### src/rtl/motor_ramp.sv
// rtl/motor_ramp.sv - slew-limited speed-to-duty ramp with reversal dwell, feeding the pwm_dir stage
module motor_ramp #(
  parameter int CLK_FREQUENCY       = 60_000_000,
  parameter int STEP_FREQUENCY      = 1_000,
  parameter int REVERSE_DWELL_TICKS = 10
) (
  input  logic       i_clk,
  input  logic       i_reset,
  input  logic       i_en,
  input  logic [7:0] i_target_speed,
  input  logic [3:0] i_ramp_step,
  input  logic       i_coast_req,
  output logic [6:0] o_duty_cycle,
  output logic       o_dir_out,
  output logic       o_float,
  output logic       o_ramping,
  output logic       o_at_target
);

  localparam int TICK_COUNT = CLK_FREQUENCY / STEP_FREQUENCY;
  localparam int TW         = (TICK_COUNT > 1) ? $clog2(TICK_COUNT) : 1;
  localparam int DW_RAW     = $clog2(REVERSE_DWELL_TICKS + 1);
  localparam int DW         = (DW_RAW < 2) ? 2 : DW_RAW;

  typedef enum logic [1:0] {IDLE, RUN, DWELL} state_t;

  state_t          r_state;
  state_t          w_state_next;
  logic [TW-1:0]   r_tick_cnt;
  logic [DW-1:0]   r_dwell_cnt;
  logic [DW-1:0]   w_dwell_next;
  logic [6:0]      r_duty;
  logic            r_dir;
  logic            r_float;
  logic            r_ramping;
  logic            r_at_target;

  logic [7:0]      w_abs;
  logic [7:0]      w_mag;
  logic            w_tgt_dir;
  logic [7:0]      w_step;
  logic [7:0]      w_duty8;
  logic [7:0]      w_eff_mag;
  logic [7:0]      w_up_sum;
  logic [7:0]      w_dn_lim;
  logic [7:0]      w_duty_next;
  logic            w_dir_next;
  logic            w_tick;
  logic            w_dwell_last;
  logic            w_stop;
  logic            w_at_cond;

  // Target decode: -128 becomes 128 in the unsigned 8-bit magnitude, then clamps to 100.
  // A zero magnitude never requests a reversal.
  always_comb begin
    w_abs     = i_target_speed[7] ? (~i_target_speed + 8'd1) : i_target_speed;
    w_mag     = (w_abs > 8'd100) ? 8'd100 : w_abs;
    w_tgt_dir = (w_mag == 8'd0) ? r_dir : i_target_speed[7];
    w_step    = (i_ramp_step == 4'd0) ? 8'd100 : {4'd0, i_ramp_step};
    w_duty8   = {1'b0, r_duty};
    w_eff_mag = (r_state == IDLE) ? 8'd0 : w_mag;
    w_up_sum  = w_duty8 + w_step;
    w_dn_lim  = w_mag + w_step;
    w_tick    = (r_state != IDLE) && (r_tick_cnt == TW'(TICK_COUNT - 1));
    // The tick that enters DWELL counts as the first dwell tick, so the flip lands
    // REVERSE_DWELL_TICKS-1 ticks later (minimum one tick).
    w_dwell_last = (r_dwell_cnt <= DW'(2));
    w_stop    = !i_en || i_coast_req;
    w_at_cond = (r_state != DWELL) && (w_duty8 == w_eff_mag) &&
                ((r_dir == w_tgt_dir) || (w_eff_mag == 8'd0));
  end

  // State register
  always_ff @(posedge i_clk) begin
    if (i_reset) r_state <= IDLE;
    else         r_state <= w_state_next;
  end

  // Next-state logic; stop requests win over everything, a returning target aborts the dwell
  always_comb begin
    w_state_next = r_state;
    case (r_state)
      IDLE:    if (!w_stop) w_state_next = RUN;
      RUN: begin
        if (w_stop)                                                  w_state_next = IDLE;
        else if (w_tick && (w_tgt_dir != r_dir) && (r_duty == 7'd0)) w_state_next = DWELL;
      end
      DWELL: begin
        if (w_stop)                       w_state_next = IDLE;
        else if (w_tgt_dir == r_dir)      w_state_next = RUN;
        else if (w_tick && w_dwell_last)  w_state_next = RUN;
      end
      default: w_state_next = IDLE;
    endcase
  end

  // Output logic: next duty, direction and dwell count, all saturating in 8 bits
  always_comb begin
    w_duty_next  = w_duty8;
    w_dir_next   = r_dir;
    w_dwell_next = r_dwell_cnt;
    case (r_state)
      RUN: begin
        if (w_tick) begin
          if (w_tgt_dir != r_dir) begin
            if (r_duty == 7'd0) w_dwell_next = DW'(REVERSE_DWELL_TICKS);
            else                w_duty_next  = (w_duty8 > w_step) ? (w_duty8 - w_step) : 8'd0;
          end else if (w_duty8 < w_mag) begin
            w_duty_next = (w_up_sum > w_mag) ? w_mag : w_up_sum;
          end else if (w_duty8 > w_mag) begin
            w_duty_next = (w_duty8 > w_dn_lim) ? (w_duty8 - w_step) : w_mag;
          end
        end
      end
      DWELL: begin
        w_duty_next = 8'd0;
        if ((w_state_next == RUN) && (w_tgt_dir != r_dir)) w_dir_next = ~r_dir;
        else if ((w_state_next == DWELL) && w_tick)        w_dwell_next = r_dwell_cnt - DW'(1);
      end
      default: w_duty_next = 8'd0;
    endcase
    if (w_state_next == IDLE) w_duty_next = 8'd0;
  end

  // Tick counter: free-runs outside IDLE, held at 0 while idle or about to idle
  always_ff @(posedge i_clk) begin
    if (i_reset || (r_state == IDLE) || (w_state_next == IDLE)) r_tick_cnt <= '0;
    else if (w_tick)                                            r_tick_cnt <= '0;
    else                                                        r_tick_cnt <= r_tick_cnt + TW'(1);
  end

  // Registered outputs and dwell counter
  always_ff @(posedge i_clk) begin
    if (i_reset) begin
      r_duty      <= 7'd0;
      r_dir       <= 1'b0;
      r_float     <= 1'b0;
      r_ramping   <= 1'b0;
      r_at_target <= 1'b1;
      r_dwell_cnt <= '0;
    end else begin
      r_duty      <= w_duty_next[6:0];
      r_dir       <= w_dir_next;
      r_float     <= i_coast_req;
      r_ramping   <= (r_state != IDLE) && !w_at_cond;
      r_at_target <= w_at_cond;
      r_dwell_cnt <= w_dwell_next;
    end
  end

  assign o_duty_cycle = r_duty;
  assign o_dir_out    = r_dir;
  assign o_float      = r_float;
  assign o_ramping    = r_ramping;
  assign o_at_target  = r_at_target;

endmodule
### config.mk
export PLATFORM = sky130hd
export DESIGN_NAME = motor_ramp
export DESIGN_NICKNAME = d
export VERILOG_FILES = /design/src/rtl/motor_ramp.sv
export SDC_FILE = /design/constraint.sdc
export NUM_CORES = 1
export LEC_CHECK = 0
export BUFFER_PORTS_ARGS = -buffer_cell sky130_fd_sc_hd__clkbuf_2
export CAP_MARGIN = 20
export CORE_ASPECT_RATIO = 2
export CORE_UTILIZATION = 50
export DETAILED_ROUTE_END_ITERATION = 6
export PLACE_DENSITY = 0.72
export SETUP_SLACK_MARGIN = 0.02
export SLEW_MARGIN = 20
export SYNTH_ARGS = -nofsm -noshare
export SYNTH_HDL_FRONTEND = slang
export SYNTH_SLANG_ARGS = --single-unit
### constraint.sdc
create_clock -name i_clk -period 6.5 [get_ports i_clk]
set_input_delay 1.625 -clock i_clk [delete_from_list [all_inputs] [get_ports i_clk]]
set_output_delay 1.625 -clock i_clk [all_outputs]
set_load 0.03 [all_outputs]
==> results of run 1 <==
==> layout make-up <==
class / instances / area [um^2]
fill: 681 / 2820
multi-input combinational: 377 / 2640
sequential: 33 / 661
timing repair buffer: 35 / 198
clock buffer: 5 / 125
inverter: 33 / 124
tap: 88 / 110
clock inverter: 1 / 5.00
==> sequential cells by signal, indices dropped and copies added (netlist names) <==
| name | count |
|---|---|
| o_at_target | 1 |
| o_dir_out | 1 |
| o_duty_cycle | 7 |
| o_float | 1 |
| o_ramping | 1 |
| r_dwell_cnt | 4 |
| r_state | 2 |
| r_tick_cnt | 16 |
==> power by group through the flow <==
stage / combinational [mW] / sequential (mW) / clock (mW)
floorplan: 0.103 / 0.211 / 0
global placement: 0.144 / 0.209 / 0
detailed placement: 0.148 / 0.209 / 0
CTS: 0.149 / 0.205 / 0.216
global route: 0.167 / 0.205 / 0.223
finish: 0.150 / 0.205 / 0.211
==> per-stage QoR <==
step	hold WS (ns)	area (um^2)	cells	worst slack [ns]	util [%]
floorplan	0.426	3490	458	0.768	-
global placement	0.440	3710	565	0.285	55.6
detailed placement	0.448	3720	566	0.159	55.7
CTS	0.459	3850	572	0.448	57.7
global route	0.477	3860	572	0.0695	57.8
finish	0.456	3860	572	0.440	57.8
==> synthesized netlist by cell type (3+ instances only) <==
library cell and instances:
fa_1 3, nand2b_1 8, o22ai_1 3, and2_1 4, clkbuf_1 7, nand2_1 27
a21o_1 4, a211oi_1 13, dfxtp_1 33, nand3_1 15, o21ai_0 26, o211ai_1 3
nor3_1 13, or2_2 5, inv_1 32, a22oi_1 3, nand4_1 6, xnor2_1 11
ha_1 44, a31oi_1 6, and3_1 10, or3_1 8, and4_1 3, a21oi_1 27
nor2b_1 14, xor2_1 18, nor2_1 53, nor4_1 3, buf_4 4
==> worst min path at each step <==
stage                        startpoint                  endpoint  slack (ns)  cells past startpoint
6_report       r_tick_cnt[0]$_SDFF_PP0_  r_tick_cnt[0]$_SDFF_PP0_        0.46                      1
4_1_cts        r_tick_cnt[0]$_SDFF_PP0_  r_tick_cnt[0]$_SDFF_PP0_        0.46                      1
3_5_place_dp   r_tick_cnt[0]$_SDFF_PP0_  r_tick_cnt[0]$_SDFF_PP0_        0.45                      1
2_1_floorplan  r_tick_cnt[0]$_SDFF_PP0_  r_tick_cnt[0]$_SDFF_PP0_        0.43                      1
5_1_grt        r_tick_cnt[0]$_SDFF_PP0_  r_tick_cnt[0]$_SDFF_PP0_        0.48                      1
3_3_place_gp   r_tick_cnt[0]$_SDFF_PP0_  r_tick_cnt[0]$_SDFF_PP0_        0.44                      1
==> logic make-up (layout without fill, tap and decap cells) <==
kind of cell,count (synthesis),count (layout),synth area share [%]
other,1,1,0.107
flip-flops,33,33,18.9
AO/OA/AOI/OAI,113,113,21.7
multiplexers,3,3,0.931
adder cells (fa/ha/maj),47,47,17.5
buffers and inverters,48,74,5.91
XOR/XNOR,29,29,7.27
AND/OR/NAND/NOR,184,184,27.7
==> layer usage <==
layer,wire length [um],share of wire [%],vias to the layer above
li1,-,-,1691
met3,404,4.2,50
met1,3460,36,1610
met5,0,0,-
met2,5190,54,106
met4,562,5.8,0
==> flow_summary.yaml, run 1 <==
setup_path:
  worst-path-stages: 24
  crit_end: "o_duty_cycle[4]$_SDFFE_PP0P_"
  path_max_fanout: 8
  r2r_end: "o_duty_cycle[5]$_SDFFE_PP0P_"
  critPathKind: "input port to flop"
  required_ns: 6.66
  path_delay_family: "compound AO/OA/AOI/OAI gates"
  setup.worst_path.end_class: "flop"
  rr_startpoint: "o_duty_cycle[0]$_SDFFE_PP0P_"
  start_kind: "input port"
  r2r_cells: 15
  cpPeakStageDelay_ns: 0.52
  worst-path-buf-inv: 3
  crit_path_cell_trace: "clkbuf_2, inv_1, ha_1, or4b_4, nor4_2, a22o_2, o21ai_2, nand3_1, inv_1, ha_1, a21o_1, a21o_1, a21o_1, nand2_1, xor2_1, ha_1, nand4_1, nor2_1, a211oi_1, o211ai_1, o22ai_2, o32a_1, o21ai_0, a32o_1"
  slowest_stage: "or4b_4"
  r2r_setup_slack_ns: 2.36
  crit_arrival_ns: 6.22
  timing.critical_path.from: "i_target_speed[0]"
cts:
  cts_buffers: 5
  hold_buffers: 0
  cts_resized: 0
  tritoncts: "built"
  clock_sinks: 33
  clockBufferDepth: 2
  clk_latency_ns: 0.27
  cts.reportedPaths.clkPinSlew_ns: 0.05
  postCtsSetupRepairBufs: 0
  htree_levels: 2
  cts_root_buf: "clkbuf_16"
logic_synthesis:
  synth_top_area_share_pct: 18.9
  syn_area_per_cell_um2: 7.63
  ys_types: 69
  ys.flop_type: "dfxtp_1"
  synth_area_leaders: "dfxtp_1 19%, ha_1 16%, nor2_1 5.7%"
  synth_largest_area_cell: "dfxtp_1"
  yosys_warnings: 0
  synth_edf_count: 0
  synthArstFlopShare_pct: 0
  postSynthCellCount: 458
  synth_nets: 521
  ys_seq_area_share_pct: 18.9
  ys_ff_latch: 33
  synth_area_um2: 3490
sta:
  fmax_ghz: 0.165
  finalHoldViolCount: 0
  tightest_slew_ns: 0.655
  relSlewSlack_pct: 56.0
  tns_ns: 0
  rsz0062_at_grt: "false"
  setup_violations: 0
  skew_ns: 0.00419
  report.final.slew_viol_count: 0
  period_minus_slack_ns: 6.06
  period_share_pct: 93.2
grt:
  grt_util_all_layers_pct: 28.1
  use_met3_pct: 5.78
  grt_use_met1_pct: 26.8
  grt_overflow_total: 0
  grt-busiest-layer: "met2"
  antenna_found_initial: 0
  grt_max_degree: 19
  grtUsageMet2_pct: 50.0
  grt_pass1_vias: 3472
  grt_first_pass_wirelength_um: 15600
cells_and_area:
  area_delta_synth_final_pct: 10.4
  nNetsFinal: 548
  num_antenna_cells: 0
  layout_common_cells: "52 x nor2_1, 44 x ha_1, 33 x dfxtp_1"
  final_common_cell: "nor2_1"
  drive_gt1_share_pct: 13.0
floorplan:
  die_w_um: 61.1
  initial_utilization_pct: 52.3
  io_pins: 27
  die-area_um2: 7350
  std_cell_rows: 42
  die_h_um: 120
  core-area_um2: 6670
placed_design:
  place_congestion: 0.923
  dpl.hpwl_um: 7530
  port_buffers: 26
detailed_routing:
  viasPerCell: 6.04
  drc: 0
  drt-total-wl_um: 9620
  drtIter0Drc: 161
  dr.pass1.iters: 4
  wire_per_inst_um: 16.8
  ant_nets: 0
  vias: 3457
pwr:
  power.share.clock_pct: 37.3
  p_leak_nw: 1.61
  power.density_nw_per_um2: 147
  p_seq_share_pct: 36.2
  combPwrFrac_pct: 26.6
  power.internal_mw: 0.401
  power_mw: 0.567
  netSwitchingPower_mw: 0.166
  ir_drop_v: 0.000186
  swShare_pct: 29.3
run:
  max_cap_violations: 0
hold_path:
  hold_path.class: "flop to flop"
run_status:
  status: "finished, final reports clean"
Note: power is estimated with default switching activity, not from simulation.
==> inputs of run 2 (changes only) <==
ABC_AREA = 1   (was unset)
==> run 2 against run 1 <==
Area after synthesis is 5.8% higher. Clock power is 8% higher. Clock skew is 0.0014 ns lower. Core utilization is 1.9 points lower. Clock-buffer cell count stayed put. Critical path type unchanged. Critical endpoint is now o_duty_cycle[5]$_SDFFE_PP0P_.
==> flow_summary.yaml, run 2 <==
setup_path:
  critPathKind: "input port to flop"
  crit_end: "o_duty_cycle[5]$_SDFFE_PP0P_"
  path_max_fanout: 8
  r2r_cells: 22
  cpPeakStageDelay_ns: 0.32
  required_ns: 6.66
  start_kind: "input port"
  slowest_stage: "ha_1"
  r2r_end: "o_duty_cycle[2]$_SDFFE_PP0P_"
  crit_top_cell: "nand2_1"
  timing.critical_path.from: "i_target_speed[0]"
  crit_arrival_ns: 5.92
  rr_startpoint: "o_duty_cycle[2]$_SDFFE_PP0P_"
  r2r_setup_slack_ns: 2.75
  setup.worst_path.end_class: "flop"
cts:
  clockBufferDepth: 2
  cts_buffers: 5
  hold_buffers: 0
  tritoncts: "built"
  postCtsSetupRepairBufs: 0
  cts.reportedPaths.clkPinSlew_ns: 0.05
  cts_root_buf: "clkbuf_16"
  cts_resized: 0
  clock_sinks: 33
  clk_latency_ns: 0.28
  htree_levels: 2
pwr:
  power.share.clock_pct: 38.4
  power_mw: 0.591
  p_seq_share_pct: 34.7
  netSwitchingPower_mw: 0.191
  power.density_nw_per_um2: 147
  ir_drop_v: 0.000153
  combPwrFrac_pct: 27.0
  p_leak_nw: 1.94
  power.internal_mw: 0.401
  swShare_pct: 32.2
run_status:
  status: "finished, final reports clean"
cells_and_area:
  layout_common_cells: "129 x nand2_1, 69 x inv_1, 60 x nor2_1"
  drive_gt1_share_pct: 13.2
  largest_register: "r_tick_cnt"
  utilization_pct: 55.9
  final_common_cell: "nand2_1"
  seq_area_um2: 661
  nNetsFinal: 638
  largest_reg_flops: 16
  multi_input_area_um2: 2690
  area_delta_synth_final_pct: 9.14
  num_antenna_cells: 0
  fill_cells: 738
sta:
  fmax_ghz: 0.174
  period_minus_slack_ns: 5.76
  period_share_pct: 88.6
  report.final.slew_viol_count: 0
  finalHoldViolCount: 0
  tightest_slew_ns: 0.713
  setup_violations: 0
  relSlewSlack_pct: 52.0
  rsz0062_at_grt: "false"
  tns_ns: 0
  skew_ns: 0.00280
  whs_ns: 0.475
  finalWorstSetupSlack_ns: 0.740
logic_synthesis:
  synth_area_um2: 3690
  synth_largest_area_cell: "dfxtp_1"
  synth_nets: 611
  synth_compound_area_share_pct: 9.92
  synthArstFlopShare_pct: 0
  ys_ff_latch: 33
  yosys_warnings: 0
  synth_xor_area_share_pct: 6.87
  ys_seq_area_share_pct: 17.9
  synth_simple_gate_area_share_pct: 39.3
  synth_top_family_by_area: "simple AND/OR/NAND/NOR gates"
  synth_area_leaders: "dfxtp_1 18%, ha_1 15%, nand2_1 13%"
  synth.most_common_cell: "nand2_1"
  ys_types: 43
  synthAdderAreaFrac_pct: 16.5
  syn_area_per_cell_um2: 6.74
  ys.flop_type: "dfxtp_1"
  synthMuxAreaShare_pct: 0
  synth_top_area_share_pct: 17.9
  synthTopCellsByCount: "129 x nand2_1, 69 x inv_1, 60 x nor2_1"
  postSynthCellCount: 548
  synth_edf_count: 0
grt:
  antenna_found_initial: 0
  grt_first_pass_wirelength_um: 16100
  grt_util_all_layers_pct: 26.9
  grt_overflow_total: 0
  grt_max_degree: 16
  grt_pass1_vias: 3739
hold_path:
  hold_path.class: "flop to flop"
detailed_routing:
  dr.pass1.iters: 4
  viasPerCell: 5.48
  ant_nets: 0
  drt-total-wl_um: 9950
  drc: 0
  drtIter0Drc: 116
  vias: 3660
  wire_per_inst_um: 14.9
floorplan:
  die-area_um2: 7760
  die_h_um: 124
  io_pins: 27
  core-area_um2: 7210
  initial_utilization_pct: 51.2
  std_cell_rows: 44
  die_w_um: 62.8
placed_design:
  place_congestion: 0.941
  pre_cts_ws_ns: 0.466
  dpl.hpwl_um: 8120
  port_buffers: 26
run:
  max_cap_violations: 0
run 2: cells by family after synthesis:
group	Yosys count
AOI/OAI and AO/OA	62
xor gates and xnor gates	29
adders and majority gates	47
buffers and inverters	82
DFF	33
other	1
and+or+nand+nor	294
run 2: metal layers:
layer | up-vias | share of wire [%] | global-route usage, % | wire (um)
met5 | - | 0 | 0 | 0
met4 | 0 | 7.2 | 20.8 | 715
met3 | 48 | 2.7 | 1.74 | 264
met2 | 89 | 56 | 55.6 | 5540
met1 | 1687 | 34 | 23.0 | 3430
li1 | 1836 | - | - | -
run 2: worst min-delay path by stage:
stage,slack [ns],startpoint,cells after the start,to
2_1_floorplan,0.43,r_dwell_cnt[3]$_SDFFE_PP0P_,2,r_dwell_cnt[3]$_SDFFE_PP0P_
3_3_place_gp,0.46,r_tick_cnt[0]$_SDFF_PP0_,1,r_tick_cnt[0]$_SDFF_PP0_
3_5_place_dp,0.47,r_dwell_cnt[3]$_SDFFE_PP0P_,2,r_dwell_cnt[3]$_SDFFE_PP0P_
4_1_cts,0.48,r_dwell_cnt[3]$_SDFFE_PP0P_,2,r_dwell_cnt[3]$_SDFFE_PP0P_
5_1_grt,0.50,r_dwell_cnt[3]$_SDFFE_PP0P_,2,r_dwell_cnt[3]$_SDFFE_PP0P_
6_report,0.47,r_dwell_cnt[3]$_SDFFE_PP0P_,2,r_dwell_cnt[3]$_SDFFE_PP0P_
run 2: cell type report:
cell class | instances | share of cell area [%]
Clock inverter | 3 | 0.434
Sequential cell | 33 | 16.4
Tap cell | 92 | 2.85
Multi-Input combinational cell | 433 | 66.6
Timing Repair Buffer | 29 | 3.79
Clock buffer | 5 | 3.10
Inverter | 73 | 6.83
run 2: worst max-delay path: cells and delay by family:
kind,cells,cell delay [ns]
AO/OA/AOI/OAI,3,0.74
XOR/XNOR,1,0.10
adder cells (fa/ha/maj),3,0.87
buffers and inverters,6,0.81
AND/OR/NAND/NOR,20,1.80
run 2: per-stage QoR:
step | cell area [um^2] | std cells
floorplan | 3690 | 548
global placement | 3890 | 660
detailed placement | 3890 | 660
CTS | 4030 | 668
global route | 4030 | 668
finish | 4030 | 668
run 2: power by group through the flow:
stage | logic [mW] | clock network (mW) | registers [mW]
finish | 0.160 | 0.227 | 0.205
global route | 0.178 | 0.239 | 0.205
CTS | 0.159 | 0.232 | 0.205
detailed placement | 0.158 | 0 | 0.209
global placement | 0.154 | 0 | 0.209
floorplan | 0.116 | 0 | 0.212
==> inputs of run 3 (changes only) <==
BUFFER_PORTS_ARGS = unset   (was -buffer_cell sky130_fd_sc_hd__clkbuf_2)
CORE_MARGIN = 1.5   (was unset)
DONT_BUFFER_PORTS = 1   (was unset)
PLACE_DENSITY = 0.69   (was 0.72)
==> run 3 against run 2 <==
Register-to-register slack got worse by 0.12 ns. Non-clock buffer count fell by 26. Final area fell by 2.5%. Clock power rose by 19%.
==> flow_summary.yaml, run 3 (synthesis results as in run 2) <==
pwr:
  power.share.clock_pct: 43.3
  combPwrFrac_pct: 23.5
  ir_drop_v: 0.000183
  power_mw: 0.626
  p_leak_nw: 1.84
  power.internal_mw: 0.438
  power.density_nw_per_um2: 159
  swShare_pct: 29.9
  p_seq_share_pct: 33.2
  netSwitchingPower_mw: 0.187
sta:
  report.final.slew_viol_count: 0
  whs_ns: 0.459
  setup_violations: 0
  tns_ns: 0
  finalWorstSetupSlack_ns: 0.859
  relSlewSlack_pct: 48.1
  period_share_pct: 86.8
  tightest_slew_ns: 0.777
  period_minus_slack_ns: 5.64
  rsz0062_at_grt: "false"
  skew_ns: 0.00510
  finalHoldViolCount: 0
  fmax_ghz: 0.177
run:
  max_cap_violations: 0
hold_path:
  hold_path.class: "flop to flop"
cts:
  cts_root_buf: "clkbuf_16"
  tritoncts: "built"
  cts_buffers: 5
  clockBufferDepth: 2
  cts_resized: 0
  htree_levels: 2
  cts.reportedPaths.clkPinSlew_ns: 0.06
  clock_sinks: 33
  clk_latency_ns: 0.28
  hold_buffers: 0
  postCtsSetupRepairBufs: 0
floorplan:
  die_w_um: 63.8
  io_pins: 27
  die_h_um: 125
  core-area_um2: 7210
  initial_utilization_pct: 51.2
  std_cell_rows: 44
  die-area_um2: 7950
grt:
  grt_overflow_total: 0
  grt_pass1_vias: 3529
  grt_max_degree: 16
  antenna_found_initial: 0
  grt_util_all_layers_pct: 25.1
  grt_first_pass_wirelength_um: 15800
setup_path:
  crit_arrival_ns: 5.80
  start_kind: "input port"
  slowest_stage: "ha_1"
  required_ns: 6.66
  crit_top_cell: "nand2_1"
  critPathKind: "input port to flop"
  cpPeakStageDelay_ns: 0.31
  setup.worst_path.end_class: "flop"
  path_max_fanout: 8
detailed_routing:
  dr.pass1.iters: 4
  drt-total-wl_um: 9610
  viasPerCell: 5.35
  ant_nets: 0
  vias: 3437
  drc: 0
  drtIter0Drc: 128
  wire_per_inst_um: 15.0
cells_and_area:
  final_area_um2: 3930
  seq_area_um2: 661
  multi_input_area_um2: 2690
  final_common_cell: "nand2_1"
  final_cells: 642
  nNetsFinal: 612
  num_antenna_cells: 0
  utilization_pct: 54.5
  largest_register: "r_tick_cnt"
  drive_gt1_share_pct: 9.09
  fill_cells: 724
  largest_reg_flops: 16
  area_delta_synth_final_pct: 6.40
  layout_common_cells: "129 x nand2_1, 69 x inv_1, 60 x nor2_1"
placed_design:
  placed_area_um2: 3760
  port_buffers: 0
  dpl.hpwl_um: 7830
  place_congestion: 0.921
  pre_cts_ws_ns: 0.581
  dpl.cell_count: 634
run_status:
  status: "finished, final reports clean"
[run 3: changes by cell type in the layout (fill, tap and decap cells not counted), sizes merged]
cell and delta:
clkinv -1, bufinv +1, clkbuf -26
[run 3: area by class of cell]
type | count | share of cell area, %
inverters | 73 | 7.00
clock inverters | 3 | 1.18
well taps | 92 | 2.93
flip-flops and latches | 33 | 16.8
multi-input cells | 433 | 68.3
repair buffers | 3 | 0.573
clock buffers | 5 | 3.18
[run 3: power by group through the flow]
stage | sequential [mW] | combinational (mW) | clock, mW
floorplan | 0.212 | 0.116 | 0
global placement | 0.212 | 0.141 | 0
detailed placement | 0.212 | 0.145 | 0
CTS | 0.208 | 0.146 | 0.274
global route | 0.208 | 0.164 | 0.287
finish | 0.208 | 0.147 | 0.271
[run 3: critical path: cells and delay by family]
kind	cells	cell delay, ns
adder cells (fa/ha/maj)	3	0.88
buffers and inverters	5	0.71
AO/OA/AOI/OAI	3	0.76
AND/OR/NAND/NOR	20	1.73
XOR/XNOR	1	0.10
[run 3: final timing paths]
| path | startpoint | to | slack (ns) | cells after the start |
|---|---|---|---|---|
| min | r_dwell_cnt[3]$_SDFFE_PP0P_ | r_dwell_cnt[3]$_SDFFE_PP0P_ | 0.46 | 2 |
| max | i_target_speed[0] | o_duty_cycle[5]$_SDFFE_PP0P_ | 0.86 | 32 |
| min reg2reg | r_dwell_cnt[3]$_SDFFE_PP0P_ | r_dwell_cnt[3]$_SDFFE_PP0P_ | 0.46 | 2 |
| max reg2reg | o_duty_cycle[2]$_SDFFE_PP0P_ | o_duty_cycle[6]$_SDFFE_PP0P_ | 2.63 | 22 |
[run 3: metal layers]
layer | up-vias | track usage (%) | part of all wire (%)
met2 | 69 | 50.0 | 57
li1 | 1783 | - | -
met1 | 1551 | 22.6 | 35
met5 | - | 0 | 0
met3 | 34 | 3.07 | 3.4
met4 | 0 | 14.6 | 5.0
